## src/rtl/cond_pkg.sv

```systemverilog
`default_nettype none
// ============================================================================
//  Module      : cond_pkg
//  Description : Shared definitions for the condition unit and its consumers:
//                condition-code encodings, flag bit positions, flag struct.
//  Revision    : 1.0 - initial release
// ============================================================================
package cond_pkg;

    // ARM-style condition field encodings; 4'b1111 is treated as "never".
    typedef enum logic [3:0] {
        EQ = 4'b0000,
        NE = 4'b0001,
        CS = 4'b0010,
        CC = 4'b0011,
        MI = 4'b0100,
        PL = 4'b0101,
        VS = 4'b0110,
        VC = 4'b0111,
        HI = 4'b1000,
        LS = 4'b1001,
        GE = 4'b1010,
        LT = 4'b1011,
        GT = 4'b1100,
        LE = 4'b1101,
        AL = 4'b1110,
        NV = 4'b1111
    } cond_e;

    // Bit positions inside the {N,Z,C,V} flag vector.
    localparam int c_flag_n = 3;
    localparam int c_flag_z = 2;
    localparam int c_flag_c = 1;
    localparam int c_flag_v = 0;

    typedef struct packed {
        logic n;
        logic z;
        logic c;
        logic v;
    } flags_t;

endpackage : cond_pkg
`default_nettype wire

```

## src/rtl/cond_check.sv

```systemverilog
`default_nettype none
// ============================================================================
//  Module      : cond_check
//  Description : Purely combinational condition evaluator: condition field
//                plus {N,Z,C,V} flags -> pass. Shared with the trace unit.
//  Revision    : 1.0 - initial release
// ============================================================================
module cond_check (
    input  logic [3:0] cond,
    input  logic [3:0] flags,
    output logic       pass
);
    import cond_pkg::*;

    flags_t w_f;
    assign w_f = flags;

    // Decode the condition field against the flag struct.
    always_comb begin
        pass = 1'b0;
        case (cond)
            EQ:      pass = w_f.z;
            NE:      pass = ~w_f.z;
            CS:      pass = w_f.c;
            CC:      pass = ~w_f.c;
            MI:      pass = w_f.n;
            PL:      pass = ~w_f.n;
            VS:      pass = w_f.v;
            VC:      pass = ~w_f.v;
            HI:      pass = w_f.c & ~w_f.z;
            LS:      pass = ~w_f.c | w_f.z;
            GE:      pass = (w_f.n == w_f.v);
            LT:      pass = (w_f.n != w_f.v);
            GT:      pass = ~w_f.z & (w_f.n == w_f.v);
            LE:      pass = w_f.z | (w_f.n != w_f.v);
            AL:      pass = 1'b1;
            default: pass = 1'b0;   // NV: never executes
        endcase
    end

endmodule : cond_check
`default_nettype wire

```

## src/rtl/cond_unit.sv

```systemverilog
`default_nettype none
// ============================================================================
//  Module      : cond_unit
//  Description : Execute-stage condition unit. Holds the architectural flag
//                register, evaluates the condition field, gates branch /
//                register-write / memory-write enables, registers them into
//                the memory stage and keeps saturating executed/annulled
//                event counters.
//  Revision    : 1.0 - initial release
// ============================================================================
module cond_unit #(
    parameter logic [3:0] RESET_FLAGS = 4'b0000,
    parameter int         CNT_W       = 16
) (
    input  logic             clk,
    input  logic             reset_n,
    input  logic             valid_e,
    input  logic             stall_e,
    input  logic             flush_e,
    input  logic [3:0]       cond_e,
    input  logic [1:0]       flag_w_e,
    input  logic             pcs_e,
    input  logic             reg_w_e,
    input  logic             mem_w_e,
    input  logic             no_write_e,
    input  logic [3:0]       alu_flags_e,
    output logic [3:0]       flags_o,
    output logic             cond_ex_e,
    output logic             pcsrc_e,
    output logic             valid_m,
    output logic             pcs_m,
    output logic             reg_w_m,
    output logic             mem_w_m,
    output logic [CNT_W-1:0] exec_cnt,
    output logic [CNT_W-1:0] annul_cnt
);
    import cond_pkg::*;

    localparam logic [CNT_W-1:0] c_cnt_max = {CNT_W{1'b1}};

    logic [3:0]       r_flags;
    logic             r_valid_m;
    logic             r_pcs_m;
    logic             r_reg_w_m;
    logic             r_mem_w_m;
    logic [CNT_W-1:0] r_exec_cnt;
    logic [CNT_W-1:0] r_annul_cnt;

    logic w_go;
    logic w_pass;
    logic w_exec;
    logic w_annul;

    // Stall wins over a plain valid; flush wins over stall (both kill go).
    assign w_go    = valid_e & ~stall_e & ~flush_e;
    assign w_exec  = w_go & w_pass;
    assign w_annul = w_go & ~w_pass;

    // Condition is evaluated on the committed flags only: no ALU bypass.
    cond_check u_cond_check (
        .cond  (cond_e),
        .flags (r_flags),
        .pass  (w_pass)
    );

    assign cond_ex_e = w_pass;
    assign pcsrc_e   = w_exec & pcs_e;

    // Flag register: N,Z and C,V pairs written independently by executed ops.
    always_ff @(posedge clk) begin
        if (!reset_n) begin
            r_flags <= RESET_FLAGS;
        end else if (w_exec) begin
            if (flag_w_e[1]) begin
                r_flags[c_flag_n] <= alu_flags_e[c_flag_n];
                r_flags[c_flag_z] <= alu_flags_e[c_flag_z];
            end
            if (flag_w_e[0]) begin
                r_flags[c_flag_c] <= alu_flags_e[c_flag_c];
                r_flags[c_flag_v] <= alu_flags_e[c_flag_v];
            end
        end
    end

    // Execute->memory pipeline register; bubbles fall out of w_go being low.
    always_ff @(posedge clk) begin
        if (!reset_n) begin
            r_valid_m <= 1'b0;
            r_pcs_m   <= 1'b0;
            r_reg_w_m <= 1'b0;
            r_mem_w_m <= 1'b0;
        end else begin
            r_valid_m <= w_go;
            r_pcs_m   <= w_exec & pcs_e;
            r_reg_w_m <= w_exec & reg_w_e & ~no_write_e;
            r_mem_w_m <= w_exec & mem_w_e;
        end
    end

    // Saturating executed / annulled event counters.
    always_ff @(posedge clk) begin
        if (!reset_n) begin
            r_exec_cnt  <= '0;
            r_annul_cnt <= '0;
        end else begin
            if (w_exec && (r_exec_cnt != c_cnt_max)) begin
                r_exec_cnt <= r_exec_cnt + CNT_W'(1);
            end
            if (w_annul && (r_annul_cnt != c_cnt_max)) begin
                r_annul_cnt <= r_annul_cnt + CNT_W'(1);
            end
        end
    end

    assign flags_o   = r_flags;
    assign valid_m   = r_valid_m;
    assign pcs_m     = r_pcs_m;
    assign reg_w_m   = r_reg_w_m;
    assign mem_w_m   = r_mem_w_m;
    assign exec_cnt  = r_exec_cnt;
    assign annul_cnt = r_annul_cnt;

endmodule : cond_unit
`default_nettype wire

```

## config.mk

```make
export PLATFORM = sky130hd
export DESIGN_NAME = cond_unit
export DESIGN_NICKNAME = d
export VERILOG_FILES = /design/src/rtl/cond_pkg.sv /design/src/rtl/cond_check.sv /design/src/rtl/cond_unit.sv
export SDC_FILE = /design/constraint.sdc
export NUM_CORES = 1
export LEC_CHECK = 0
export ABC_CLOCK_PERIOD_IN_PS = 3100
export BUFFER_PORTS_ARGS = -buffer_cell sky130_fd_sc_hd__buf_4
export CAP_MARGIN = 5
export CORE_MARGIN = 2
export CORE_UTILIZATION = 47
export CTS_CLUSTER_DIAMETER = 80
export DETAILED_ROUTE_END_ITERATION = 6
export PLACE_DENSITY = 0.81
export RECOVER_POWER = 100
export SLEW_MARGIN = 0
export SYNTH_ARGS = -nofsm -noshare
export SYNTH_HDL_FRONTEND = slang
export SYNTH_SLANG_ARGS = --single-unit
```

## constraint.sdc

```tcl
create_clock -name clk -period 3.1 [get_ports clk]
set_clock_uncertainty 0.15 [all_clocks]
set_input_delay 0.155 -clock clk [delete_from_list [all_inputs] [get_ports clk]]
set_output_delay 0.155 -clock clk [all_outputs]
set_load 0.01 [all_outputs]
```

# Yosys cells after proc, flatten, opt, wreduce, memory -nomap -nowiden
# Cells that the tools add are included.
dict set report totals {
  ff_bits 40
  inputBits 19
}
dict set report classes {
  n_addsub 2
  n_eq_ne 18
  mux 1
  bitwise 20
  n_reduce_logical 5
}
# operator n
set ops {}
lappend ops {{adder 16 x 1 -> 16 bit, second input constant} 2}
lappend ops {{inequality test 16 bit, second input constant} 2}
lappend ops {{== test 4 bit, second input constant} 7}
lappend ops {{== test 4 x 3 -> 1 bit, second input constant} 4}
lappend ops {{case mux 1 bit (15 select lines)} 1}
lappend ops {{AND 1 bit} 10}
lappend ops {{== test 4 x 2 -> 1 bit, second input constant} 2}
lappend ops {{inverter 1 bit} 8}
lappend ops {{== test 4 x 1 -> 1 bit, second input constant} 1}
lappend ops {{logical NOT 4 bit} 1}
lappend ops {{AND reduction 2 bit} 2}
lappend ops {{logical AND 1 bit} 2}
lappend ops {{bitwise OR 1 bit} 2}
lappend ops {{== test 1 bit} 1}
lappend ops {{inequality test 1 bit} 1}

# Logic depth before layout (Yosys ltp)
# Gate-level depths: netlist of the first run.
dict set report logic_depth {
  ltp_word 6
  depth_mapped 10
  mapped_depth_nobuf 7
}

# Modules after synthesis
# From an unflattened synthesis of the first run, not the netlist that was laid out.
dict set report unflattened {
  cells_unflattened 255
  hier_area_um2 2134.5
}
# module seq_area_each_um2 area_each_um2 n_inst cells_per_inst
set modules_own_cells {}
lappend modules_own_cells {cond_unit 800.8 1940.6 1 227}
lappend modules_own_cells {cond_check 0.0 193.9 1 28}

# Worst setup path before layout of the first run
# Ideal clock, no wire load.
dict set report synth_timing {
  path_type {register to register}
  startpoint {reg r_flags[2] (netlist: flags_o[2])}
  endpoint {reg r_exec_cnt[14] (netlist: exec_cnt[14])}
  path_stages_with_launch 10
  required_time_ns 2.815
  arrival_ns 1.953
  slack_ns 0.862
  path_buffers 3
  cell_sequence {dfxtp_1 mux2i_1 xor2_1 o311a_1 and3_1 buf_6 buf_6 buf_2 o311ai_0 o41ai_1}
}
dict set report synth_between {
  elab_chain_cells 5
  elab_cells_between_ends 8
  classes_between {mux (1); bitwise (6); reduce/logical (1)}
}
# element line_no
set synth_lines {}
lappend synth_lines {{start, declared} cond_unit.sv:41} ;# logic [3:0] r_flags;
lappend synth_lines {{start signal, assigned by index} cond_unit.sv:75} ;# r_flags[c_flag_n] <= alu_flags_e[c_flag_n];
lappend synth_lines {{start signal, assigned by index} cond_unit.sv:76} ;# r_flags[c_flag_z] <= alu_flags_e[c_flag_z];
lappend synth_lines {{start signal, assigned by index} cond_unit.sv:79} ;# r_flags[c_flag_c] <= alu_flags_e[c_flag_c];
lappend synth_lines {{inverter 1 bit} {cond_check.sv:23, cond_check.sv:30, cond_check.sv:34}}
lappend synth_lines {{AND 1 bit, on equally long branches} {cond_check.sv:34, cond_check.sv:30}}
lappend synth_lines {{case mux 1 bit (15 select lines) *} cond_check.sv:21} ;# case (cond)
lappend synth_lines {{AND 1 bit *} cond_unit.sv:56} ;# assign w_exec = w_go & w_pass;
lappend synth_lines {{logical AND 1 bit *} cond_unit.sv:106} ;# if (w_exec && (r_exec_cnt != c_cnt_max)) begin
lappend synth_lines {{end signal, assigned} cond_unit.sv:107} ;# r_exec_cnt <= r_exec_cnt + CNT_W'(1);
lappend synth_lines {{end, declared} cond_unit.sv:46} ;# logic [CNT_W-1:0] r_exec_cnt;
# Every way passes the cells marked *; elsewhere a longest branch is shown, timed or not.
# A chain may end at the register's enable or synchronous reset.

# Worst setup path in the final report of the first run
dict set report layout_timing {
  startpoint {reg r_flags[3] (netlist: flags_o[3])}
  endpoint {reg r_reg_w_m (netlist: reg_w_m)}
}
dict set report layout_between {
  elab_chain_cells 6
  elab_cells_between_ends 9
  classes_between {eq/ne (2); mux (1); bitwise (6)}
}
# element line_no
set layout_lines {}
lappend layout_lines {{inequality test 1 bit / == test 1 bit (equally long branches)} --}
lappend layout_lines {{bitwise OR 1 bit / AND 1 bit (equally long branches)} {cond_check.sv:35, cond_check.sv:34}}
lappend layout_lines {{case mux 1 bit (15 select lines) *} cond_check.sv:21}
lappend layout_lines {{AND 1 bit *} cond_unit.sv:56}
lappend layout_lines {{AND 1 bit * (2 in a row)} cond_unit.sv:95} ;# r_reg_w_m <= w_exec & reg_w_e & ~no_write_e;
lappend layout_lines {{end signal, assigned} cond_unit.sv:95}
lappend layout_lines {{end, declared} cond_unit.sv:44} ;# logic r_reg_w_m;
# Marks and branches as above.

==> results of run 1 <==
## critical path: stages (launching register included)
cell and delay, ns:
dfxtp_1 0.41, xor2_1 0.27, o221ai_1 0.19, o311ai_2 0.25
and3_1 0.49, nor2_1 0.16, and4b_1 0.21, dlygate4sd3_1 0.55
## flip-flops by register name, summed over array words and instances, names as in the netlist
register and cells:
annul_cnt 16, exec_cnt 16, flags_o 4, mem_w_m 1, pcs_m 1, reg_w_m 1
valid_m 1
## per-stage QoR
stage / setup slack (ns) / hold slack [ns] / power, W / std cells
finish: 0.2972 / 0.09539 / 0.0009571 / 376
global placement: 0.6127 / 0.2349 / 0.0006266 / 361
floorplan: 0.8623 / 0.1471 / 0.0005930 / 264
CTS: 0.4184 / 0.09440 / 0.0009673 / 376
global route: 0.1914 / 0.1193 / 0.0009965 / 376
detailed placement: 0.5725 / 0.2450 / 0.0006286 / 361
## Yosys cell counts, types with 3 or more instances
cell type	n	area, µm²
o31ai_1	16	120.1
nand2b_1	10	62.56
and3_1	14	87.58
nor2_1	7	26.28
nor4_1	5	31.28
mux2i_1	12	120.1
or3_1	5	31.28
buf_2	4	20.02
or4_1	15	112.6
o21ai_0	4	20.02
nand3_1	15	75.07
nand2_1	26	97.59
clkbuf_1	12	45.04
nor3b_1	4	30.03
a21oi_1	20	100.1
o21a_1	3	22.52
or3b_2	3	26.28
inv_1	7	26.28
nand4_1	10	62.56
dfxtp_1	40	800.8
## cell type report
cell class                      count  area [µm²]
Clock buffer                        5       68.82
Clock inverter                      2       12.51
Fill cell                         446        1792
Inverter                            8       30.03
Multi-Input combinational cell    198        1290
Sequential cell                    40       800.8
Tap cell                           52       65.06
Timing Repair Buffer               71       385.4
## repair_timing
item,in CTS,in global routing
hold buffers,8,0
gates resized for setup,0,0
endpoints found under the hold margin,7,0
## worst max-delay path by stage
stage                                 to  slack (ns)  cells after the start
6_report              reg_w_m$_SDFF_PN0_        0.30                      7
5_1_grt               reg_w_m$_SDFF_PN0_        0.19                      7
4_1_cts               reg_w_m$_SDFF_PN0_        0.42                      7
3_5_place_dp   exec_cnt[13]$_SDFFE_PN0P_        0.57                      7
3_3_place_gp    exec_cnt[4]$_SDFFE_PN0P_        0.61                      7
2_1_floorplan  exec_cnt[14]$_SDFFE_PN0P_        0.86                      9
## routing by layer
metal  vias up  share of wire, %  GRT usage, %
li1       1123                 -             -
met4         0              0.65         6.790
met2        55                50         37.07
met3         4               4.8         5.249
met1      1094                44         26.18
met5         -                 0             0
## kinds of logic (layout without fill, tap and decap cells)
| logic type | after synthesis | after routing | synth area share (%) |
|---|---|---|---|
| flops | 40 | 40 | 36.14 |
| mux | 12 | 12 | 5.421 |
| fa+ha+maj | 2 | 2 | 1.129 |
| buf+inv | 26 | 86 | 5.308 |
| simple gates | 125 | 125 | 33.20 |
| xor+xnor | 3 | 3 | 1.525 |
| compound gates | 56 | 56 | 17.28 |
## where the power goes
group          internal (W)  switching, W
clock              0.000153      0.000185
combinational     0.0000379     0.0000631
sequential         0.000516    0.00000313
total              0.000706      0.000251
==> reports/metrics.cfg, run 1 <==
[placement]
place_hpwl_um=3849
gp_congestion=0.8162
place_area_mm2=0.002666
port_buffers=60

[clock_tree]
clkLatencyLatePin_ns=0.29
cts-buffers-inserted=5
cts_setup_buffers=0
clk_pin_slew_worst_paths_ns=0.08
tritoncts=done
clock_path_buffers=2
clock-sinks=40
root_buffer=clkbuf_8
h-tree-depth=2

[sta]
worst_pin_slew_ns=1.308
finalMaxSlewViolations=0
rsz0062_at_grt=false
fin_crit_sh_pct=90.41
max_slew_margin_pct=12.80
final.setup.tns_ns=0
min_period_ns=2.803
fmax_mhz=356.8
setup_viol=0
hold_viol_final=0

[synth]
syn_area_per_cell_um2=8.393
yosysWarnings=0
async_reset_ff_share_pct=0
syn_nets=285
syn_inst=264
yosysSeqAreaShare_pct=36.14
synthesis.area_mm2=0.002216
synth_cell_types=45
ys_ff_latch=40
synth_flop_cell=dfxtp_1
synth-edff-count=0

[critical_path]
timing.rr.end=reg_w_m$_SDFF_PN0_
cp-end-kind=flip-flop
r2r-start=flags_o[3]$_SDFFE_PN0P_
start_kind=flip-flop
criticalPathCategory=reg -> reg
cp.arrival_ns=2.83
rrSetupSlack_ns=0.30
ff2ff_path_depth=7
path_max_fanout=12
cp-startpoint=flags_o[3]$_SDFFE_PN0P_
worstPathRequired_ns=3.13

[route]
wl_per_cell_um=15.23
routed_wl_um=5727
drt_iter0_markers=154
via_per_inst=6.053
drtAntennaViolNets=0
firstDrtPassIters=5
vias=2276
drc=0

[job]
maxCapViolations=0

[floorplanning]
die_area_mm2=0.005280
io_pins=61
initial_core_util_pct=49.86
core_area_mm2=0.004444
die_h_um=72.67
die_x_um=72.67
rows=24

[grt]
grt_pass1_wl_um=9121
antenna_found_initial=0
grt_pass1_vias=2055
grt_use_total_pct=21.45
grt_max_degree=33
grt-ovfl-total=0

[power]
p_per_area_mw_per_mm2=360.8
power.leakage_nw=0.9044
vdd_drop_max_mv=0.2314

[worst_hold_path]
hp-class=in -> reg
worstHoldPathCells=3
holdPathEnd=valid_m$_SDFF_PN0_
holdCritStartpoint=stall_e

[layout]
final_common_cell=clkbuf_1
drive_above_1_share_pct=9.877
antenna_cells=0
area_delta_synth_final_pct=19.71
nets=345
layout_common_cells=44 x clkbuf_1, 40 x dfxtp_1, 26 x nand2_1
finish.instance_area_mm2=0.002653
fin_util_pct=59.68

[run_status]
status=completed

Power figures use the tool's default switching activity.
==> inputs of run 2 (changes only) <==
Settings changed: CORE_UTILIZATION 47 to 30, PLACE_DENSITY 0.81 to 0.59.
==> reports/metrics.cfg, run 2 (synthesis gave the netlist of run 1 again) <==
[critical_path]
start_kind=flip-flop
rrSetupSlack_ns=0.28
worstPathRequired_ns=3.14
path_max_fanout=30
cp-end-kind=flip-flop
cp.arrival_ns=2.85
criticalPathCategory=reg -> reg

[layout]
multi_input_area_mm2=0.001297
fillers=799
nets=347
layout_common_cells=45 x clkbuf_1, 40 x dfxtp_1, 26 x nand2_1
antenna_cells=0
final_common_cell=clkbuf_1
area_delta_synth_final_pct=24.68
drive_above_1_share_pct=10.70
regArea_um2=800.8

[power]
pwr-share-clk_pct=40.7
total_power_w=0.001045
p_int_w=0.0007939
vdd_drop_max_mv=0.2818
power.leakage_nw=0.9306
p_sw_share_pct=24.00
p_switching_w=0.0002508
p_per_area_mw_per_mm2=378.1
power_frac_seq_pct=49.7
pwr-share-comb_pct=9.7

[clock_tree]
clk_pin_slew_worst_paths_ns=0.08
tritoncts=done
cts-buffers-inserted=5
clock-sinks=40
clkLatencyLatePin_ns=0.29
clock_path_buffers=2
root_buffer=clkbuf_8
cts-resized-gates=0
h-tree-depth=2

[floorplanning]
die_h_um=89.95
die_area_mm2=0.008090
io_pins=61
die_x_um=89.95
core_area_mm2=0.007214
initial_core_util_pct=30.71
rows=31

[run_status]
status=completed

[route]
dr_wl_met3_um=308
firstDrtPassIters=4
wl_met1_um=2850
wl_per_cell_um=14.12
drc=0
drt_iter0_markers=143
routed_wl_um=6013
dr.max_layer_used=met4
met2_length_um=2817
via_per_inst=5.223
vias=2225
drtAntennaViolNets=0

[grt]
grt_use_total_pct=14.40
grt_max_degree=33
grt_pass1_vias=2001
grt-ovfl-total=0
grt_pass1_wl_um=9749
antenna_found_initial=0

[job]
maxCapViolations=0

[sta]
worst_pin_slew_ns=1.335
hold_viol_final=0
final.setup.tns_ns=0
min_period_ns=2.819
finalMaxSlewViolations=0
fmax_mhz=354.7
fin_crit_sh_pct=90.94
setup_viol=0
rsz0062_at_grt=false
max_slew_margin_pct=11.03

[placement]
gp_congestion=0.7763
place_hpwl_um=4093
port_buffers=60

[worst_hold_path]
hp-class=in -> reg

run 2: cell types whose count changed in the layout (fill, tap and decap cells not counted):
cell,previous run,this run
clkbuf_2,1,0
bufinv_16,0,1
clkbuf_1,44,45
xor2_1,3,2
xor2_2,0,1
buf_4,18,21
clkinvlp_4,1,0
run 2: worst max-delay path: stages, from the launching register on:
cell and delay, ns:
dfxtp_1 0.43, xor2_2 0.21, o221ai_1 0.17, o311ai_2 0.25, and3_1 0.30, buf_4 0.32, nor2_1 0.14, and4b_1 0.20
dlygate4sd3_1 0.54
run 2: timing repair:
action / 4_1_cts / 5_1_grt
endpoints found under the hold margin: 7 / 0
endpoints found under the setup margin: 0 / 0
setup buffers: 0 / 0
hold buffers: 8 / 0
run 2: path summary, 6_finish.rpt:
check,start,end,depth (start not counted)
setup / recovery,flags_o[0]$_SDFFE_PN0P_,reg_w_m$_SDFF_PN0_,8
hold reg to reg,annul_cnt[8]$_SDFFE_PN0P_,annul_cnt[8]$_SDFFE_PN0P_,2
hold / removal,flag_w_e[0],flags_o[0]$_SDFFE_PN0P_,3
setup reg to reg,flags_o[0]$_SDFFE_PN0P_,reg_w_m$_SDFF_PN0_,8
run 2: final cells by class:
cell class	count	share of cell area, %
clock buffer	6	2.627
clock inverter	2	1.268
inverter	8	1.087
multi-input combinational	198	46.97
sequential	40	28.99
tap	99	4.484
timing repair buffer	73	14.58
run 2: through the flow:
step | cell area, µm² | worst slack [ns] | hold slack, ns | cells | utilization (%)
2_1_floorplan | 2216 | 0.8623 | 0.1471 | 264 | -
3_3_place_gp | 2740 | 0.7134 | 0.2354 | 410 | 37.98
3_5_place_dp | 2740 | 0.6621 | 0.2348 | 410 | 37.98
4_1_cts | 2928 | 0.2537 | 0.1021 | 426 | 40.58
5_1_grt | 2763 | 0.08384 | 0.1102 | 426 | 38.29
6_report | 2763 | 0.2809 | 0.1122 | 426 | 38.29
run 2: layer usage:
metal	up-vias	track usage [%]
met5	-	0
met4	0	3.846
met3	4	2.934
met2	52	23.99
met1	1052	19.07
li1	1117	-
run 2: power by group through the flow:
stage                     clock [W]  combinational (W)  sequential, W
final                      0.000425           0.000101       0.000519
after global placement            0          0.0000966       0.000531
after CTS                  0.000440           0.000105       0.000519
after global routing       0.000459           0.000112       0.000520
after detailed placement          0          0.0000983       0.000531
after floorplan                   0          0.0000613       0.000532
==> inputs of run 3 (changes only) <==
Settings changed: SYNTH_HIERARCHICAL set to 1.
==> reports/metrics.cfg, run 3 <==
[run_status]
status=completed

[grt]
grt_pass1_wl_um=9446
gr-usage-met3_pct=3.265
grt_use_met1_pct=21.07
use_met2_pct=23.31
antenna_found_initial=0
grt_pass1_vias=1984
busiest_layer=met2
grt-ovfl-total=0
grt_max_degree=29
grt_use_total_pct=15.06

[sta]
worst_pin_slew_ns=0.5625
layout_setup_ws_ns=0.09554
rsz0062_at_grt=true
max_slew_margin_pct=62.15
fin_crit_sh_pct=96.92
fmax_mhz=332.8
hold_viol_final=0
finalMaxSlewViolations=0
setup_viol=0
min_period_ns=3.004

[worst_hold_path]
holdPathEnd=flags_o[2]$_SDFFE_PN0P_
worstHoldPathCells=3
holdCritStartpoint=alu_flags_e[2]
hp-class=in -> reg

[layout]
multi_input_area_mm2=0.001281
final_common_cell=buf_4
area_delta_synth_final_pct=37.75
fillers=722
instances_no_fill=428
drive_above_1_share_pct=26.51
layout_common_cells=67 x buf_4, 37 x dfxtp_1, 28 x a21oi_1
antenna_cells=0
nets=352
regArea_um2=809.5

[route]
routed_wl_um=5851
vias=2220
drt_iter0_markers=168
wl_per_cell_um=13.67
via_per_inst=5.187
drtAntennaViolNets=0
firstDrtPassIters=4
drc=0

[clock_tree]
h-tree-depth=2
clock_path_buffers=2
clk_pin_slew_worst_paths_ns=0.07
cts-buffers-inserted=5
tritoncts=done
clkLatencyLatePin_ns=0.29
clock-sinks=40
root_buffer=clkbuf_8

[power]
p_switching_w=0.0002232
p_int_w=0.0007422
total_power_w=0.0009654
p_sw_share_pct=23.12
power.leakage_nw=1.046
pwr-share-clk_pct=37.0
pwr-share-comb_pct=9.4
vdd_drop_max_mv=0.1435
power_frac_seq_pct=53.7
p_per_area_mw_per_mm2=328.3

[critical_path]
r2r-start=flags_o[0]$_SDFFE_PN0P_
timing.rr.end=annul_cnt[14]$_SDFFE_PN0P_
cp-end-kind=flip-flop
criticalPathCategory=reg -> reg
worstPathRequired_ns=3.17
rrSetupSlack_ns=0.1
path_max_fanout=5
start_kind=flip-flop
ff2ff_path_depth=8
cp.arrival_ns=3.07

[floorplanning]
rows=30
core_area_mm2=0.006832
die_x_um=88.35
initial_core_util_pct=31.25
die_area_mm2=0.007806
die_h_um=88.35
io_pins=61

[synth]
yosysWarnings=6
synth_cell_types=50
syn_area_per_cell_um2=8.371
syn_inst=255
syn_nets=276
synthesis.area_mm2=0.002135
yosysTopAreaCellShare_pct=37.51
async_reset_ff_share_pct=0
yosys-top-cells-count=40 x dfxtp_1, 29 x a21oi_1, 27 x nand2_1
yosysSeqAreaShare_pct=37.51
ys_ff_latch=40
synth_area_leaders=dfxtp_1 38%, a21oi_1 6.8%, nand2_1 4.7%
synth_flop_cell=dfxtp_1
synth_most_common_cell=dfxtp_1
synth-edff-count=0
synth_area_leader_cell=dfxtp_1

[placement]
gp_congestion=0.8448
place_hpwl_um=4199
port_buffers=60
dp.cells=410
place_ws_ns=0.04817

[job]
maxCapViolations=0

-- run 3: power groups by stage --
stage	clock, W	combinational [W]	sequential, W
final	0.000357	0.0000906	0.000518
after global routing	0.000399	0.0000982	0.000519
after CTS	0.000367	0.0000903	0.000519
after detailed placement	0	0.0000823	0.000531
after global placement	0	0.0000813	0.000531
after floorplan	0	0.0000384	0.000532
-- run 3: final cells by class --
type	count	area share, %
timing repair buffer	80	20.47
tap	96	4.085
sequential	40	27.53
multi-input combinational	194	43.57
clock buffer	8	3.064
inverter	10	1.277
-- run 3: routing by layer --
metal  wire length [µm]  part of all wire, %
met1               2841                   49
met2               2637                   45
met3                301                  5.1
met4                 70                  1.2
met5                  0                    0
-- run 3: worst max-delay path: stages (launching register included) --
cell,delay (ns)
dfxtp_4,0.38
xnor2_4,0.18
o22ai_1,0.11
a211o_1,0.30
a211o_1,0.31
or4b_4,0.49
or3_4,0.35
or4_4,0.52
a21oi_2,0.14
-- run 3: worst max-delay path by stage --
| stage | start | endpoint | slack (ns) | depth (start not counted) |
|---|---|---|---|---|
| after floorplan | flags_o[3]$_SDFFE_PN0P_ | annul_cnt[14]$_SDFFE_PN0P_ | 0.04 | 8 |
| final | flags_o[0]$_SDFFE_PN0P_ | annul_cnt[14]$_SDFFE_PN0P_ | 0.1 | 8 |
| after global placement | flags_o[3]$_SDFFE_PN0P_ | annul_cnt[14]$_SDFFE_PN0P_ | 0.08 | 8 |
| after CTS | flags_o[3]$_SDFFE_PN0P_ | annul_cnt[14]$_SDFFE_PN0P_ | 0.02 | 8 |
| after detailed placement | flags_o[3]$_SDFFE_PN0P_ | annul_cnt[14]$_SDFFE_PN0P_ | 0.05 | 8 |
| after global routing | flags_o[0]$_SDFFE_PN0P_ | annul_cnt[8]$_SDFFE_PN0P_ | -0.002 | 9 |
-- run 3: logic make-up (layout without fill, tap and decap cells) --
group | Yosys count | in the layout | share of synthesized area (%)
simple gates | 115 | 115 | 31.83
compound gates | 64 | 64 | 19.17
flops | 40 | 40 | 37.51
buf+inv | 21 | 98 | 3.751
mux | 11 | 11 | 5.393
fa+ha+maj | 2 | 2 | 1.172
xor+xnor | 2 | 2 | 1.173
-- run 3: what timing repair did --
action / CTS / global route
setup buffers: 0 / 2
hold buffers: 8 / 0
setup endpoints to repair: 0 / 1
hold endpoints to repair: 7 / 0
resized for setup: 0 / 7
-- run 3: through the flow --
step	instance area, µm²	setup TNS, ns	hold WS (ns)	util, %
6_report	2940	0	0.006936	43.04
5_1_grt	2940	-0.001801	0.004118	43.04
4_1_cts	2917	0	0.003688	42.69
3_5_place_dp	2746	0	0.1927	40.20
3_3_place_gp	2746	0	0.1751	40.20
2_1_floorplan	2137	0	0.08174	-
